<file path="config.mk">
export PLATFORM = sky130hd
export DESIGN_NAME = vector_aggregator_flat
export DESIGN_NICKNAME = d
export VERILOG_FILES = /design/src/rtl/vector_aggregator_if.sv /design/src/rtl/vector_aggregator.sv /design/src/flat_wrapper.sv
export SDC_FILE = /design/constraint.sdc
export NUM_CORES = 1
export LEC_CHECK = 0
export ABC_CLOCK_PERIOD_IN_PS = 4730
export CORE_MARGIN = 10
export CORE_UTILIZATION = 57
export CTS_CLUSTER_SIZE = 10
export DETAILED_ROUTE_END_ITERATION = 12
export PLACE_DENSITY_LB_ADDON = 0.12
export SLEW_MARGIN = 0
export SYNTH_ARGS = -nofsm -noshare
export SYNTH_HDL_FRONTEND = slang
export SYNTH_SLANG_ARGS = --single-unit
</file>
<file path="constraint.sdc">
create_clock -name clk -period 4.73 [get_ports clk]
set_input_delay 0.946 -clock clk [delete_from_list [all_inputs] [get_ports clk]]
set_output_delay 0.946 -clock clk [all_outputs]
set_load 0.005 [all_outputs]
</file>
<file path="src/rtl/vector_aggregator_if.sv">
// Handshake and data bundle between the vectorization unit, vector_aggregator and the next stage.
// The master modport is the driving environment; the slave modport is the aggregator.
interface vector_aggregator_if #(
    parameter int FEATURES   = 4,
    parameter int DATA_WIDTH = 8,
    parameter int CNT_W      = 4
);
    logic                           start;
    logic [CNT_W-1:0]               num_neigh;
    logic                           vld_in;
    logic [FEATURES*DATA_WIDTH-1:0] din;
    logic                           ready_out;
    logic                           vld_out;
    logic [FEATURES*DATA_WIDTH-1:0] dout;
    logic                           rdy_in;
    logic                           busy;
    logic                           drop_err;

    modport master (
        output start, num_neigh, vld_in, din, rdy_in,
        input  ready_out, vld_out, dout, busy, drop_err
    );

    modport slave (
        input  start, num_neigh, vld_in, din, rdy_in,
        output ready_out, vld_out, dout, busy, drop_err
    );
endinterface

</file>
<file path="src/rtl/vector_aggregator.sv">
// Lane-wise sum of a programmed number of feature vectors, presented through a valid/ready output.
// Define AGG_SATURATE_EN to saturate each output lane instead of truncating it.
module vector_aggregator #(
    parameter int FEATURES   = 4,
    parameter int DATA_WIDTH = 8,
    parameter int CNT_W      = 4
) (
    input logic              clk,
    input logic              arst,
    vector_aggregator_if.slave agg
);
    localparam int ACC_WIDTH = DATA_WIDTH + CNT_W;
    localparam int VEC_W     = FEATURES * DATA_WIDTH;

    typedef enum logic [1:0] {S_IDLE, S_ACCUM, S_OUTPUT} state_e;

    state_e               state_q, state_d;
    logic [CNT_W-1:0]     remaining_q, remaining_d;
    logic                 drop_err_q, drop_err_d;
    logic [VEC_W-1:0]     dout_q, dout_d;
    logic [VEC_W-1:0]     narrow;
    logic                 clear_acc;
    logic                 accept;
    logic [ACC_WIDTH-1:0] acc_q [FEATURES];
    logic [ACC_WIDTH-1:0] acc_d [FEATURES];

    assign clear_acc = (state_q == S_IDLE) && agg.start;
    assign accept    = (state_q == S_ACCUM) && agg.vld_in;

    generate
        for (genvar gi = 0; gi < FEATURES; gi++) begin : g_lane
            logic [DATA_WIDTH-1:0] lane_in;
            assign lane_in = agg.din[gi*DATA_WIDTH +: DATA_WIDTH];

            always_comb begin
                acc_d[gi] = acc_q[gi];
                if (clear_acc) begin
                    acc_d[gi] = '0;
                end else if (accept) begin
                    acc_d[gi] = acc_q[gi] + {{CNT_W{lane_in[DATA_WIDTH-1]}}, lane_in};
                end
            end

            always_ff @(posedge clk or posedge arst) begin
                if (arst) begin
                    acc_q[gi] <= '0;
                end else begin
                    acc_q[gi] <= acc_d[gi];
                end
            end

`ifdef AGG_SATURATE_EN
            // In range exactly when the bits above the output sign bit all match it.
            logic [CNT_W:0] upper;
            assign upper = acc_d[gi][ACC_WIDTH-1:DATA_WIDTH-1];
            always_comb begin
                if ((upper == '0) || (upper == '1)) begin
                    narrow[gi*DATA_WIDTH +: DATA_WIDTH] = acc_d[gi][DATA_WIDTH-1:0];
                end else if (acc_d[gi][ACC_WIDTH-1]) begin
                    narrow[gi*DATA_WIDTH +: DATA_WIDTH] = {1'b1, {(DATA_WIDTH-1){1'b0}}};
                end else begin
                    narrow[gi*DATA_WIDTH +: DATA_WIDTH] = {1'b0, {(DATA_WIDTH-1){1'b1}}};
                end
            end
`else
            assign narrow[gi*DATA_WIDTH +: DATA_WIDTH] = acc_d[gi][DATA_WIDTH-1:0];
`endif
        end
    endgenerate

    always_comb begin
        state_d     = state_q;
        remaining_d = remaining_q;
        drop_err_d  = drop_err_q;
        dout_d      = dout_q;
        case (state_q)
            S_IDLE: begin
                if (agg.start) begin
                    drop_err_d = 1'b0;
                    if (agg.num_neigh != '0) begin
                        remaining_d = agg.num_neigh;
                        state_d     = S_ACCUM;
                    end else begin
                        dout_d  = '0;
                        state_d = S_OUTPUT;
                    end
                end
                // A vector in the start cycle is dropped too, and its flag wins over the clear.
                if (agg.vld_in) begin
                    drop_err_d = 1'b1;
                end
            end
            S_ACCUM: begin
                if (agg.vld_in) begin
                    remaining_d = remaining_q - 1'b1;
                    if (remaining_q == CNT_W'(1)) begin
                        dout_d  = narrow;
                        state_d = S_OUTPUT;
                    end
                end
            end
            S_OUTPUT: begin
                if (agg.vld_in) begin
                    drop_err_d = 1'b1;
                end
                if (agg.rdy_in) begin
                    dout_d  = '0;
                    state_d = S_IDLE;
                end
            end
            default: begin
                state_d = S_IDLE;
                dout_d  = '0;
            end
        endcase
    end

    always_ff @(posedge clk or posedge arst) begin
        if (arst) begin
            state_q     <= S_IDLE;
            remaining_q <= '0;
            drop_err_q  <= 1'b0;
            dout_q      <= '0;
        end else begin
            state_q     <= state_d;
            remaining_q <= remaining_d;
            drop_err_q  <= drop_err_d;
            dout_q      <= dout_d;
        end
    end

    assign agg.ready_out = (state_q == S_ACCUM);
    assign agg.vld_out   = (state_q == S_OUTPUT);
    assign agg.busy      = (state_q != S_IDLE);
    assign agg.drop_err  = drop_err_q;
    assign agg.dout      = dout_q;
endmodule

</file>
<file path="src/flat_wrapper.sv">
// flat-port wrapper written by rule: the top's interface ports become plain ports
module vector_aggregator_flat 
#(
    parameter int FEATURES   = 4,
    parameter int DATA_WIDTH = 8,
    parameter int CNT_W      = 4
)
  (clk, arst, agg_start, agg_num_neigh, agg_vld_in, agg_din, agg_rdy_in, agg_ready_out, agg_vld_out, agg_dout, agg_busy, agg_drop_err);
  vector_aggregator_if #(.FEATURES(FEATURES), .DATA_WIDTH(DATA_WIDTH), .CNT_W(CNT_W)) agg_i ();
  input logic clk;
  input logic arst;
  input wire logic [$bits(agg_i.start)-1:0] agg_start;
  input wire logic [$bits(agg_i.num_neigh)-1:0] agg_num_neigh;
  input wire logic [$bits(agg_i.vld_in)-1:0] agg_vld_in;
  input wire logic [$bits(agg_i.din)-1:0] agg_din;
  input wire logic [$bits(agg_i.rdy_in)-1:0] agg_rdy_in;
  output wire logic [$bits(agg_i.ready_out)-1:0] agg_ready_out;
  output wire logic [$bits(agg_i.vld_out)-1:0] agg_vld_out;
  output wire logic [$bits(agg_i.dout)-1:0] agg_dout;
  output wire logic [$bits(agg_i.busy)-1:0] agg_busy;
  output wire logic [$bits(agg_i.drop_err)-1:0] agg_drop_err;
  assign agg_i.start = agg_start;
  assign agg_i.num_neigh = agg_num_neigh;
  assign agg_i.vld_in = agg_vld_in;
  assign agg_i.din = agg_din;
  assign agg_i.rdy_in = agg_rdy_in;
  assign agg_ready_out = agg_i.ready_out;
  assign agg_vld_out = agg_i.vld_out;
  assign agg_dout = agg_i.dout;
  assign agg_busy = agg_i.busy;
  assign agg_drop_err = agg_i.drop_err;
  vector_aggregator #(.FEATURES(FEATURES), .DATA_WIDTH(DATA_WIDTH), .CNT_W(CNT_W)) u_core (.clk(clk), .arst(arst), .agg(agg_i));
endmodule
</file>
; Yosys cells after proc, flatten, opt, wreduce, memory -nomap -nowiden
; Cells that the tools add are included.
[totals]
register_bits = 87
output_inout_bits = 36
[op_classes]
n_reduce_logical = 12
n_eq_ne = 11
n_mux = 28
add_sub_neg = 5
[op_table]
columns = operator, count
row1 = two-way mux 32 bit, 5
row2 = two-way mux 12 bit, 8
row3 = one-hot mux 32 bit (3 select lines), 1
row4 = adder 12 bit, 4
row5 = two-way mux 4 bit, 3
row6 = != test 2 bit (second input constant), 6
row7 = two-way mux 2 bit, 5
row8 = one-hot mux 4 bit (2 select lines), 1
row9 = AND reduction 4 bit, 2
row10 = nonzero test 2 bit, 4
row11 = one-hot mux 2 bit (3 select lines), 1
row12 = AND reduction 5 bit, 1
row13 = equality test 4 x 1 -> 1 bit (second input constant), 1
row14 = nonzero test 4 bit, 1
row15 = subtractor 4 x 1 -> 4 bit (second input constant), 1
row16 = two-way mux 1 bit, 3
row17 = != test 3 bit (second input constant), 1
row18 = AND reduction 3 bit, 1
row19 = equality test 2 x 1 -> 1 bit (second input constant), 1
row20 = equality test 2 bit (second input constant), 1
row21 = logical AND 1 bit, 2
row22 = logical NOT 2 bit, 1
row23 = != test 2 x 1 -> 1 bit (second input constant), 1
row24 = one-hot mux 1 bit (2 select lines), 1

; Longest topological paths before layout
[depth]
depth_word = 7
ltp_mapped = 9

; Worst setup path after synthesis
; No wires, ideal clock.
[synth_timing]
path_kind = input to register
from = in agg_din[17]
to = reg u_core.dout_q[23], in the netlist u_core.agg.dout[23]
n_path_buf = 0
t_arrival_ns = 2.378
cell_stages = 6
setup_ns = 0.069
slack_ns = 2.282
cell_sequence = ha_1 -> a211oi_1 -> o21ai_0 -> and4_1 -> or4_1 -> nand3_1
[synth_via]
elab_chain_cells = 6
[synth_lines]
columns = element, line
row1 = from (decl), flat_wrapper.sv:15  ; input wire logic [$bits(agg_i.din)-1:0] agg_din;
row2 = adder 12 bit, vector_aggregator.sv:40  ; acc_d[gi] = acc_q[gi] + {{CNT_W{lane_in[DATA_WIDTH-1]}}, lane_in};
row3 = two-way mux 12 bit, vector_aggregator.sv:39  ; end else if (accept) begin
row4 = two-way mux 12 bit, vector_aggregator.sv:37  ; if (clear_acc) begin
row5 = two-way mux 32 bit, vector_aggregator.sv:96  ; if (remaining_q == CNT_W'(1)) begin
row6 = two-way mux 32 bit, vector_aggregator.sv:94  ; if (agg.vld_in) begin
row7 = one-hot mux 32 bit (3 select lines), vector_aggregator.sv:76  ; case (state_q)
row8 = to (signal assigned), vector_aggregator.sv:128  ; dout_q <= dout_d;
row9 = to (decl), vector_aggregator.sv:20  ; logic [VEC_W-1:0] dout_q, dout_d;
; No other way between the ends. The select of a mux whose other input is x is not followed.
; A chain may end at the register's enable or synchronous reset.

; Worst setup path in the final report
[layout_timing]
from = reg u_core.state_q[0]
to = out agg_ready_out
[layout_via]
elab_chain_cells = 1
[layout_lines]
columns = element, line
row1 = from (decl), vector_aggregator.sv:17  ; state_e state_q, state_d;
row2 = from (signal assigned), vector_aggregator.sv:125  ; state_q <= state_d;
row3 = equality test 2 x 1 -> 1 bit, vector_aggregator.sv:132  ; assign agg.ready_out = (state_q == S_ACCUM);
row4 = to (decl), flat_wrapper.sv:17  ; output wire logic [$bits(agg_i.ready_out)-1:0] agg_ready_out;
; No other way between the ends.

==> out/summary.log <==
INFO  timing         rsz0062_at_grt=false
INFO  layout         final_util=73.6%
INFO  global_route   grt_first_pass_wirelength=18900um
INFO  global_route   first_global_vias=3842
INFO  floorplanning  die_area=11400squm
INFO  logic_synthesis synth.avg_cell_area=9.82squm
INFO  floorplanning  core_region_area=7290squm
INFO  job            max_cap_viol_count=0
INFO  timing         setup_total_negative_slack=0ns
INFO  clock_network  postCtsResizedCells=0
INFO  timing         fin_crit=3.13ns
INFO  clock_network  maximum_level_of_the_cts_h_tree=3
INFO  route          first_iter_violations=240
INFO  floorplanning  placementRows=31
INFO  layout         layout-drive-gt1-share=7.75%
INFO  logic_synthesis synth_simple_gate_area_share=16.0%
INFO  layout         n_fill_cell=572
INFO  route          drt_pass1_iterations=5
INFO  route          via_count=3680
INFO  route          antenna_left=0
INFO  logic_synthesis synth-warning-count=0
INFO  pwr            clockPowerShare=21.1%
INFO  pwr            power.switching=0.00120W
INFO  logic_synthesis yosys.area_share.adder=10.6%
INFO  setup_path     critPathRequiredTime=3.78ns
INFO  placement      cell_count_after_placement=599
INFO  timing         postLayoutSetupSlackWorst=1.60ns
INFO  logic_synthesis synth_top_area_cell=dfrtp_1
INFO  floorplanning  chipHeight=107um
INFO  floorplanning  io-pin-count=77
INFO  logic_synthesis synth_top_family_by_area=compound AO/OA/AOI/OAI gates
INFO  pwr            leakagePower=2.47nW
INFO  logic_synthesis synth.cells.most_frequent=dfrtp_1 (71), nand2_1 (35), nor2_1 (35), a21oi_1 (32), o21ai_0 (31)
INFO  timing         hold_violations=0
INFO  clock_network  clk_pin_slew_worst_paths=0.08ns
INFO  setup_path     critical_path_sink_type=output port
INFO  placement      globalplace.congestion=0.824
INFO  pwr            portion_of_total_power_attributed_to_sequential_cells=31.7%
INFO  setup_path     criticalPathCategory=flop to output port
INFO  layout         area.growth.synth_to_final=25.3%
INFO  pwr            sw_frac_of_total=40.6%
INFO  route          via_cell_ratio=5.98
INFO  logic_synthesis yosys-mux-area-fraction=1.64%
INFO  timing         setup_viol=0
INFO  setup_path     cp-start-kind=flop
INFO  logic_synthesis synth_async_sr_flop_share=100%
INFO  global_route   track_usage=20.1%
INFO  clock_network  clk-insertion-delay-late=0.34ns
INFO  setup_path     timing.critical_path.fanout_max=16
INFO  logic_synthesis synth_enable_flop_cells=0
INFO  setup_path     worst_r2r_endpoint=u_core.agg.dout[30]
INFO  worst_hold_path worst_hold_path.num_cells=2
INFO  setup_path     r2r_cells=4
INFO  clock_network  numClockSinks=71
INFO  status         run_status=finished clean
INFO  global_route   global_route.overflow_total=0
INFO  setup_path     cp.depth=3
INFO  global_route   grt_start_max_net_pins=51
INFO  logic_synthesis synth.area.top_cells=dfrtp_1 (42%), ha_1 (8.8%), a22o_1 (5.3%)
INFO  timing         max-slew-margin-rel=19.3%
INFO  route          routedWlPerCell=18.4um
INFO  setup_path     worst-r2r-setup-slack=1.98ns
INFO  pwr            power_per_cell_area=550nW/um^2
INFO  clock_network  cts_hold_buffers=0
INFO  placement      dp_worst_setup_slack=1.36ns
INFO  timing         achievable-frequency=319MHz
INFO  placement      final_hpwl_dp=7830um
INFO  logic_synthesis post_synth_xor_area_fraction=0.818%
INFO  layout         final_nets=586
INFO  timing         slew_viol_final=0
INFO  timing         finalClockSkew=0.00772ns
INFO  setup_path     worstPathArrival=2.19ns
INFO  pwr            internal_power_contribution=0.00175W
INFO  setup_path     r2r-start=u_core.state_q[0]
INFO  worst_hold_path hold_class=flop to flop
INFO  pwr            combPwrFrac=47.2%
INFO  placement      port_buffers=76
INFO  floorplanning  initial_core_util=58.7%
INFO  logic_synthesis ys.flop_type=dfrtp_1
INFO  logic_synthesis synth_compound_area_share=24.8%
INFO  logic_synthesis synth_seq_cells=71
INFO  logic_synthesis syn_area=4280squm
INFO  setup_path     worstPathBufferInverterCount=2
INFO  setup_path     cpMaxStageDelayCell=dfrtp_1
INFO  worst_hold_path holdCritStartpoint=u_core.agg.dout[31]
INFO  layout         final_cell_count_no_fill=615
INFO  clock_network  cts.root.buffer_cell=clkbuf_8
INFO  logic_synthesis synth_largest_type_area_fraction=41.5%
INFO  pwr            worst_supply_voltage_drop_on_vdd=0.293mV
INFO  floorplanning  width_of_the_die=107um
INFO  logic_synthesis yosysMostFrequentCell=dfrtp_1
INFO  route          wl=11300um
INFO  global_route   grt_antenna_before_repair=0
INFO  worst_hold_path worstHoldEndpoint=u_core.agg.dout[31]
INFO  timing         tightestPinTransition=1.21ns
INFO  clock_network  post_cts_repair_setup_buffers=0
INFO  logic_synthesis ys_seq_area_share=41.5%
INFO  timing         min_period_over_period=66.3%
INFO  logic_synthesis mappedNetlistNets=511
INFO  setup_path     critical-path-top-delay-family=buffers and inverters
INFO  logic_synthesis syn_inst=436
INFO  layout         ant_cells=0
INFO  clock_network  total_cts_buffers=9
INFO  clock_network  tritoncts=built
INFO  logic_synthesis post_synth_num_cell_types=51
INFO  setup_path     timing.critical_path.cells=nand2b_1, inv_1, clkdlybuf4s50_1
INFO  setup_path     max_stage_delay=0.71ns
INFO  clock_network  ctsLongestPathBuffers=2
INFO  route          drc=0
-- kinds of logic (layout without fill, tap and decap cells) --
kind of cell               after synthesis  count (layout)
AOI/OAI and AO/OA                      147             147
and+or+nand+nor                        132             132
adders and majority gates               34              34
xor gates and xnor gates                 4               4
muxes                                    7               7
DFF                                     71              71
buffers and inverters                   41             121
-- registers in the layout (all words and copies together) (netlist names) --
register	count
u_core.acc_q	32
u_core.agg.dout	32
u_core.agg.drop_err	1
u_core.remaining_q	4
u_core.state_q	2
-- power groups by stage --
stage / sequential, W / combinational (W) / clock [W]
6_report: 0.000935 / 0.00139 / 0.000621
5_1_grt: 0.000963 / 0.00156 / 0.000653
3_5_place_dp: 0.000945 / 0.00137 / 0
2_1_floorplan: 0.000890 / 0.00105 / 0
4_1_cts: 0.000933 / 0.00138 / 0.000627
3_3_place_gp: 0.000936 / 0.00132 / 0
-- per-layer routing --
metal / routed length (um) / share of wire, % / up-vias / track usage, %
met3: 801 / 7.1 / 11 / 4.79
met1: 5000 / 44 / 1802 / 26.3
li1: - / - / 1756 / -
met5: 0 / 0 / - / 0
met2: 5410 / 48 / 111 / 32.7
met4: 127 / 1.1 / 0 / 5.71
-- tightest hold or removal path: stages, from the launching register on --
cell     delay (ns)
dfrtp_1        0.35
nand2_1        0.05
nand3_1        0.06
-- final cells by class --
| class | instances | area, sq um | area share [%] |
|---|---|---|---|
| clock buffer | 11 | 151 | 2.82 |
| inverter | 23 | 86.3 | 1.61 |
| tap | 99 | 124 | 2.31 |
| multi-input combinational | 324 | 2320 | 43.2 |
| clock inverter | 5 | 104 | 1.94 |
| timing repair buffer | 82 | 806 | 15.0 |
| sequential | 71 | 1780 | 33.1 |
-- stage by stage --
step	power (W)	hold slack, ns	instance area (sq um)
2_1_floorplan	0.00194	0.463	4280
3_3_place_gp	0.00226	0.465	5110
3_5_place_dp	0.00231	0.478	5110
4_1_cts	0.00294	0.497	5360
5_1_grt	0.00317	0.523	5360
6_report	0.00295	0.485	5360
-- how the worst max path moves through the flow --
stage | slack [ns] | startpoint | end
floorplan | 1.99 | arst | u_core.acc_q[0]
global placement | 1.45 | agg_vld_in | u_core.agg.dout[10]
detailed placement | 1.36 | agg_vld_in | u_core.agg.dout[30]
CTS | 1.61 | u_core.state_q[0] | agg_ready_out
global route | 1.48 | u_core.state_q[0] | agg_ready_out
finish | 1.60 | u_core.state_q[0] | agg_ready_out
-- placed cells by master (no fill, tap or decap), types with 2 or more instances in the layout --
master | Yosys | final
or2_2 | 2 | 2
nor4_1 | 5 | 5
buf_4 | 0 | 6
bufinv_16 | 0 | 3
nand3_1 | 7 | 7
nor2b_1 | 10 | 10
nand2_1 | 35 | 35
nor4b_1 | 4 | 4
nand2b_1 | 4 | 4
or4_1 | 4 | 4
mux2i_1 | 7 | 7
fa_1 | 4 | 4
ha_1 | 30 | 30
o21ai_0 | 31 | 31
nor3_1 | 14 | 13
a22o_2 | 2 | 2
nor4_2 | 4 | 4
clkbuf_8 | 0 | 11
dfrtp_1 | 71 | 71
a22oi_1 | 2 | 2
a21oi_1 | 32 | 32
inv_1 | 23 | 22
a22o_1 | 26 | 26
nor2_1 | 35 | 34
a211oi_1 | 9 | 9
o31a_1 | 4 | 4
xnor2_1 | 3 | 3
o21a_1 | 4 | 4
clkdlybuf4s50_1 | 0 | 76
o211ai_1 | 6 | 6
a21o_1 | 12 | 12
o211a_1 | 8 | 8
Power figures use the tool's default switching activity.
